===== config.mk =====
export PLATFORM = sky130hd
export DESIGN_NAME = fifo_rd_packer
export DESIGN_NICKNAME = d
export VERILOG_FILES = /design/src/rtl/fifo_rd_packer.sv
export SDC_FILE = /design/constraint.sdc
export NUM_CORES = 1
export LEC_CHECK = 0
export ABC_AREA = 1
export BUFFER_PORTS_ARGS = -buffer_cell sky130_fd_sc_hd__buf_4
export CELL_PAD_IN_SITES_DETAIL_PLACEMENT = 0
export CELL_PAD_IN_SITES_GLOBAL_PLACEMENT = 1
export CORE_UTILIZATION = 37
export DETAILED_ROUTE_END_ITERATION = 8
export PLACE_DENSITY_LB_ADDON = 0.1
export SYNTH_ARGS = -nofsm -noshare
export SYNTH_HDL_FRONTEND = slang
export SYNTH_SLANG_ARGS = --single-unit

===== constraint.sdc =====
create_clock -name rclk -period 1.5 [get_ports rclk]
set_clock_uncertainty 0.15 [all_clocks]
set_input_delay 0.3 -clock rclk [delete_from_list [all_inputs] [get_ports rclk]]
set_output_delay 0.3 -clock rclk [all_outputs]
set_load 0.02 [all_outputs]

===== src/rtl/fifo_rd_packer.sv =====
// Read-side packer: pops DSIZE-bit FIFO words and emits RATIO-lane beats on a valid/ready stream.
// Optional partial-beat flush after FLUSH_CYCLES idle cycles is enabled by defining FIFO_PACK_FLUSH_EN.
module fifo_rd_packer #(
  parameter int DSIZE        = 8,
  parameter int RATIO        = 4,
  parameter int FLUSH_CYCLES = 16
) (
  input  logic                   rclk,
  input  logic                   rrst_n,
  input  logic                   rempty,
  input  logic [DSIZE-1:0]       rdata,
  output logic                   rinc,
  output logic [DSIZE*RATIO-1:0] m_data,
  output logic [RATIO-1:0]       m_keep,
  output logic                   m_valid,
  input  logic                   m_ready
);

  localparam int          CW = (RATIO > 1) ? $clog2(RATIO) : 1;
  localparam int unsigned NL = RATIO - 1;
  localparam int          AW = DSIZE * (RATIO - 1);

  if (RATIO < 2 || RATIO > 16 || (RATIO & (RATIO - 1)) != 0 ||
      FLUSH_CYCLES < 1 || FLUSH_CYCLES > 255) begin : g_cfg_check
    $error("fifo_rd_packer: illegal parameter combination");
  end

  logic                   r_run;
  logic [CW-1:0]          r_cnt;
  logic [AW-1:0]          r_acc;
  logic [DSIZE*RATIO-1:0] r_data;
  logic [RATIO-1:0]       r_keep;
  logic                   r_valid;

  logic w_last;
  logic w_stall;
  logic w_free;
  logic w_flush_now;
  logic w_rinc;

  assign w_last  = (r_cnt == CW'(RATIO - 1));
  assign w_free  = ~r_valid | m_ready;
  assign w_stall = w_last & r_valid & ~m_ready;
  assign w_rinc  = r_run & ~rempty & ~w_stall & ~w_flush_now;

`ifdef FIFO_PACK_FLUSH_EN
  logic [7:0]             r_idle;
  logic [DSIZE*RATIO-1:0] w_flush_data;
  logic [RATIO-1:0]       w_flush_keep;

  assign w_flush_now = (r_idle == 8'(FLUSH_CYCLES)) & (r_cnt != '0) & w_free;

  always_comb begin
    w_flush_data = '0;
    w_flush_keep = '0;
    for (int unsigned i = 0; i < NL; i++) begin
      if (i < 32'(r_cnt)) begin
        w_flush_data[i*DSIZE +: DSIZE] = r_acc[i*DSIZE +: DSIZE];
        w_flush_keep[i]                = 1'b1;
      end
    end
  end

  // Saturates at the threshold so a blocked flush stays pending until the output frees up.
  always_ff @(posedge rclk or negedge rrst_n) begin
    if (!rrst_n) begin
      r_idle <= '0;
    end else if (w_rinc || (r_cnt == '0) || w_flush_now) begin
      r_idle <= '0;
    end else if (r_idle != 8'(FLUSH_CYCLES)) begin
      r_idle <= r_idle + 8'd1;
    end
  end
`else
  assign w_flush_now = 1'b0;
`endif

  always_ff @(posedge rclk or negedge rrst_n) begin
    if (!rrst_n) begin
      r_run   <= 1'b0;
      r_cnt   <= '0;
      r_acc   <= '0;
      r_data  <= '0;
      r_keep  <= '0;
      r_valid <= 1'b0;
    end else begin
      r_run <= 1'b1;
      // A load below overrides this clear, giving back-to-back beats without a bubble.
      if (r_valid && m_ready) r_valid <= 1'b0;
`ifdef FIFO_PACK_FLUSH_EN
      if (w_flush_now) begin
        r_data  <= w_flush_data;
        r_keep  <= w_flush_keep;
        r_valid <= 1'b1;
        r_cnt   <= '0;
      end else
`endif
      if (w_rinc) begin
        if (w_last) begin
          r_data  <= {rdata, r_acc};
          r_keep  <= '1;
          r_valid <= 1'b1;
          r_cnt   <= '0;
        end else begin
          for (int unsigned i = 0; i < NL; i++) begin
            if (i == 32'(r_cnt)) r_acc[i*DSIZE +: DSIZE] <= rdata;
          end
          r_cnt <= r_cnt + 1'b1;
        end
      end
    end
  end

  assign rinc    = w_rinc;
  assign m_data  = r_data;
  assign m_keep  = r_keep;
  assign m_valid = r_valid;

endmodule


After elaboration in Yosys (flattened, before gate mapping)
Cells that the tools add are included.
{"block": "word_totals", "inputBits": 12, "regBits": 61}
{"block": "op_classes", "reduce_logical": 6, "n_mux": 4, "bitwise_logic": 8, "n_eq_ne": 3, "n_addsub": 1}
{"operator": "AND reduction 3 bit", "n": 3}
{"operator": "AND 1 bit", "n": 4}
{"operator": "inverter 1 bit", "n": 4}
{"operator": "two-way mux 1 bit", "n": 3}
{"operator": "adder 2 x 1 -> 2 bit (second input constant)", "n": 1}
{"operator": "== test 1 x 2 -> 1 bit (first input constant)", "n": 1}
{"operator": "== test 2 bit (first input constant)", "n": 1}
{"operator": "== test 2 bit (second input constant)", "n": 1}
{"operator": "logical NOT 2 bit", "n": 1}
{"operator": "two-way mux 2 bit", "n": 1}
{"operator": "AND reduction 2 bit", "n": 1}
{"operator": "logical AND 1 bit", "n": 1}

Longest topological paths before layout
{"block": "depth", "depth_word": 6, "depth_mapped": 6, "depth_no_buf": 5}

Worst setup path after synthesis
Ideal clock, no wire load.
{"block": "synth_path", "path_kind": "register -> output", "from": "reg r_cnt[0]", "to": "out rinc", "n_path_buf": 1, "required_ns": 1.050, "setup_slack_ns": -0.001, "path_stages_with_launch": 6, "arrival_time_ns": 1.051, "path_cell_list": "dfrtp_1 -> ha_1 -> buf_4 -> nand3_1 -> nand2_1 -> inv_1"}
{"block": "synth_between", "elab_chain_cells": 5}
{"element": "from (decl)", "line_no": "29", "source": "logic [CW-1:0] r_cnt;"}
{"element": "from (signal assigned)", "line_no": "108", "source": "r_cnt <= r_cnt + 1'b1;"}
{"element": "== test 2 bit", "line_no": "41", "source": "assign w_last = (r_cnt == CW'(RATIO - 1));"}
{"element": "AND 1 bit (2 in a row)", "line_no": "43", "source": "assign w_stall = w_last & r_valid & ~m_ready;"}
{"element": "inverter 1 bit", "line_no": "44", "source": "assign w_rinc = r_run & ~rempty & ~w_stall & ~w_flush_now;"}
{"element": "AND 1 bit", "line_no": "44"}
{"element": "to (decl)", "line_no": "12", "source": "output logic rinc,"}
No other way between the ends.

Worst setup path after layout
Same ends and word-level chain as after synthesis.

==> reports/qor_table.md <==
| Item | Reported | Unit |
|---|---|---|
| Number of nets in the synthesized netlist | 297 | - |
| Buffers from clock root to sink, at most | 2 | - |
| H-tree lvl count | 3 | - |
| Leakage power summed over all cells | 0.001917 | uW |
| Yosys reg bits | 61 | - |
| Worst VDD drop | 0.8521 | mV |
| Total setup violations reported at the end of the flow | 11 | - |
| Critical Setup Path Class | register to primary output | - |
| Biggest area consumer among synthesized cells | dfrtp_1 | - |
| Final sum of negative setup slack | -0.1951 | ns |
| DRC | 0 | - |
| Core Box Area | 6832 | um^2 |
| Final period demand of the worst path | 1.652 | ns |
| Xor/xnor cell area share of the yosys netlist | 0 | - |
| Average instance area after synthesis | 9.324 | um^2 |
| Adder-cell share of the synthesized area | 0.01910 | - |
| Area fraction in compound gates after synthesis | 0 | - |
| Antenna Cells | 0 | - |
| Longest individual stage delay on the worst path | 0.41 | ns |
| Final cell count without fillers | 449 | - |
| GRT Residual Overflow | 0 | - |
| Run status | complete, but fails checks | - |
| Die Y | 86.15 | um |
| Post-route fraction of the period consumed by the critical path | 1.101 | - |
| Switching part of the total power | 0.3492 | - |
| Largest net degree at the start of global routing | 27 | - |
| Post-placement cell area | 3181 | um^2 |
| Sequential fraction of design power | 0.382 | - |
| Crit path cell chain | ha_4 > nand3_4 > nand2_4 > inv_2 > buf_6 | - |
| Max-slew violation count | 0 | - |
| Die ar. | 7422 | um^2 |
| Initial Util | 0.3835 | - |
| Number of buffer cells added on primary ports | 49 | - |
| Unrepaired setup endpoints after global routing | true | - |
| Violated checks | negative setup slack | - |
| Async set or reset register ratio after synthesis | 1.000 | - |
| Internal | 4726 | uW |
| Total non-filler cell area in the finished layout | 3603 | um^2 |
| Area growth from synthesis to final layout | 37.54 | % |
| Number of global-route vias before repair | 2034 | - |
| GP Congestion | 0.7597 | - |
| Root buffer cell | clkbuf_8 | - |
| Number of enable-type register cells in the synthesized netlist | 0 | - |
| Comb power frac | 0.360 | - |
| First drt pass iteration count | 4 | - |
| Total number of yosys warnings | 0 | - |
| Initial antenna violation count | 0 | - |
| Sequential area share after synthesis | 0.5826 | - |
| Filler Cells Inserted | 677 | - |
| Detailed Route Iter0 Violations | 115 | - |
| Synthesized-area fraction occupied by and/or/nand/nor cells | 0.3314 | - |
| Clock power share | 0.258 | - |
| Family of cells with the greatest summed delay on the critical path | flip-flops | - |
| Setup crit end kind | primary output | - |
| Largest family of logic cells by synthesized area | simple AND/OR/NAND/NOR gates | - |
| Wire length per cell | 14.53 | um |
| Worst-Skew Late Latency | 0.35 | ns |
| Type of element launching the critical path | register | - |
| Most used flip-flop cell after synthesis | dfrtp_1 | - |
| Number of placement rows | 30 | - |
| Placed wire-length estimate | 4352 | um |
| Yosys cell types | 14 | - |
| Final worst setup slack | -0.1516 | ns |
| Number of top-level design ports | 50 | - |
| Number of placed cells counting well taps | 426 | - |
| Top cells by area, synth | dfrtp_1 58%, nand2_1 17%, nand4_1 13%, buf_2 2.7%, ha_1 1.9% | - |
| Mean number of vias per cell | 4.900 | - |
| Clock sink count | 61 | - |
| CP arrival | 1.20 | ns |
| Classification of the worst-slack hold path | input pin to register | - |
| Instance count of the mapped netlist | 281 | - |
| Area share of the leading cell type in the synthesized netlist | 0.5826 | - |
| Post-detailed-routing wire length | 6524 | um |
| CTS tree | done | - |
| Crit path buf inv count | 2 | - |
| DR vias | 2200 | - |
| Library cell with the highest instance count after synthesis | nand2_1 | - |
| Final number of hold-violating endpoints | 0 | - |
| Number of nets still failing antenna checks after routing | 0 | - |
| Clock transition time at the flip-flop clock pins of the worst setup and hold paths | 0.07 | ns |
| Power density over the cells | 2015 | nW/um^2 |
| Worst EP required | 1.05 | ns |
| Largest driver fanout on the critical path | 2 | - |
| Global-route wire length before repair | 10180 | um |
| Worst hold margin | 0.09994 | ns |
| Net switching power figure | 2536 | uW |
| Peak Freq | 605.5 | MHz |
| Number of clock buffers inserted by TritonCTS | 9 | - |
| Multiplexer share of the synthesized area | 0 | - |
| Die outline width | 86.15 | um |
| Fraction of final layout cells sized beyond drive strength 1 | 0.3003 | - |
| Synth top cells by count | 120 x nand2_1, 61 x dfrtp_1, 56 x nand4_1 | - |
| Max-capacitance violation count | 0 | - |
| Cell with the largest stage delay on the worst path | dfrtp_1 | - |
| Total routing usage reported by global routing | 0.1865 | - |
| Synth Cell Area | 2620 | um^2 |
| Number of nets in the finished design | 364 | - |
==> layout by cell type (no fill, tap or decap) <==
cell type / n
nand2_1: 118
buf_4: 68
dfrtp_1: 61
nand4_1: 56
clkbuf_8: 12
nand3_1: 5
buf_6: 5
buf_12: 4
inv_1: 3
inv_2: 3
bufinv_16: 3
nand3_4: 2
ha_2: 2
clkbuf_16: 2
nor2_8: 1
nand2_4: 1
nand2_2: 1
inv_4: 1
ha_1: 1
ha_4: 1
clkbuf_1: 1
dlygate4sd3_1: 1
conb_1: 1
==> stage by stage <==
step / total power (uW) / worst slack (ns) / utilization
6_report: 7263 / -0.1516 / 0.5275
3_3_place_gp: 5249 / 0.008253 / 0.4656
3_5_place_dp: 5292 / -0.02020 / 0.4656
2_1_floorplan: 4185 / 0.03319 / -
5_1_grt: 7718 / -0.2017 / 0.5275
4_1_cts: 7243 / -0.1854 / 0.5117
==> flip-flops by register name, summed over array words and instances (netlist names) <==
name and cells:
m_keep 1, m_valid 1, r_acc 24, r_run 1, r_cnt 2, m_data 32
==> layout make-up <==
type                       count  area [um^2]  share of cell area
clock buffer                  13        168.9             0.04687
clock inverter                 3        90.09             0.02500
inverter                       7        28.78            0.007986
multi-input combinational    189        962.2              0.2670
sequential                    61         1526              0.4236
tap                           96        120.1             0.03333
timing repair buffer          80        706.9              0.1962
==> power by group through the flow <==
stage | sequential (uW) | clock [uW] | combinational (uW)
5_1_grt | 2850 | 1990 | 2880
4_1_cts | 2770 | 1910 | 2560
6_report | 2770 | 1870 | 2620
3_5_place_dp | 2780 | 0 | 2510
3_3_place_gp | 2780 | 0 | 2470
2_1_floorplan | 3220 | 0 | 967
==> path summary, 6_finish.rpt <==
check,startpoint,to,slack (ns),depth (start not counted)
worst max-delay path,r_cnt[0],rinc,-0.15,5
worst min-delay path,rdata[2],r_acc[10],0.1,3
worst max register to register,r_cnt[0],r_acc[18],-0.02,6
worst min register to register,m_data[9],m_data[9],0.32,2
max in group asynchronous,rrst_n,r_acc[0],0.43,3
min in group asynchronous,rrst_n,m_keep[0],0.26,2
==> repair_timing <==
action | CTS | global route
endpoints found under the hold margin | 23 | 0
pin swaps | 2 | 2
hold buffers | 1 | 0
cloned | 0 | 3
endpoints found under the setup margin | 15 | 56
buffers inserted | 2 | 1
gates resized for setup | 7 | 12
==> layer usage <==
layer / track usage / vias to the layer above / share of wire
li1: - / 1078 / -
met2: 0.2915 / 56 / 0.48
met1: 0.2436 / 1056 / 0.46
met3: 0.05294 / 10 / 0.041
met5: 0 / - / 0
met4: 0.07727 / 0 / 0.016
==> cell families after synthesis <==
| family | Yosys count |
|---|---|
| adder cells (fa/ha/maj) | 4 |
| buffers and inverters | 31 |
| flip-flops | 61 |
| other | 1 |
| AND/OR/NAND/NOR | 184 |
==> worst register-to-register path: stages (launching register included) <==
cell,delay (ns)
dfrtp_1,0.41
buf_4,0.16
inv_2,0.07
ha_1,0.17
nand3_1,0.26
nand2_1,0.14
nand2_1,0.06
No activity file was read; power rests on OpenSTA's default activity.
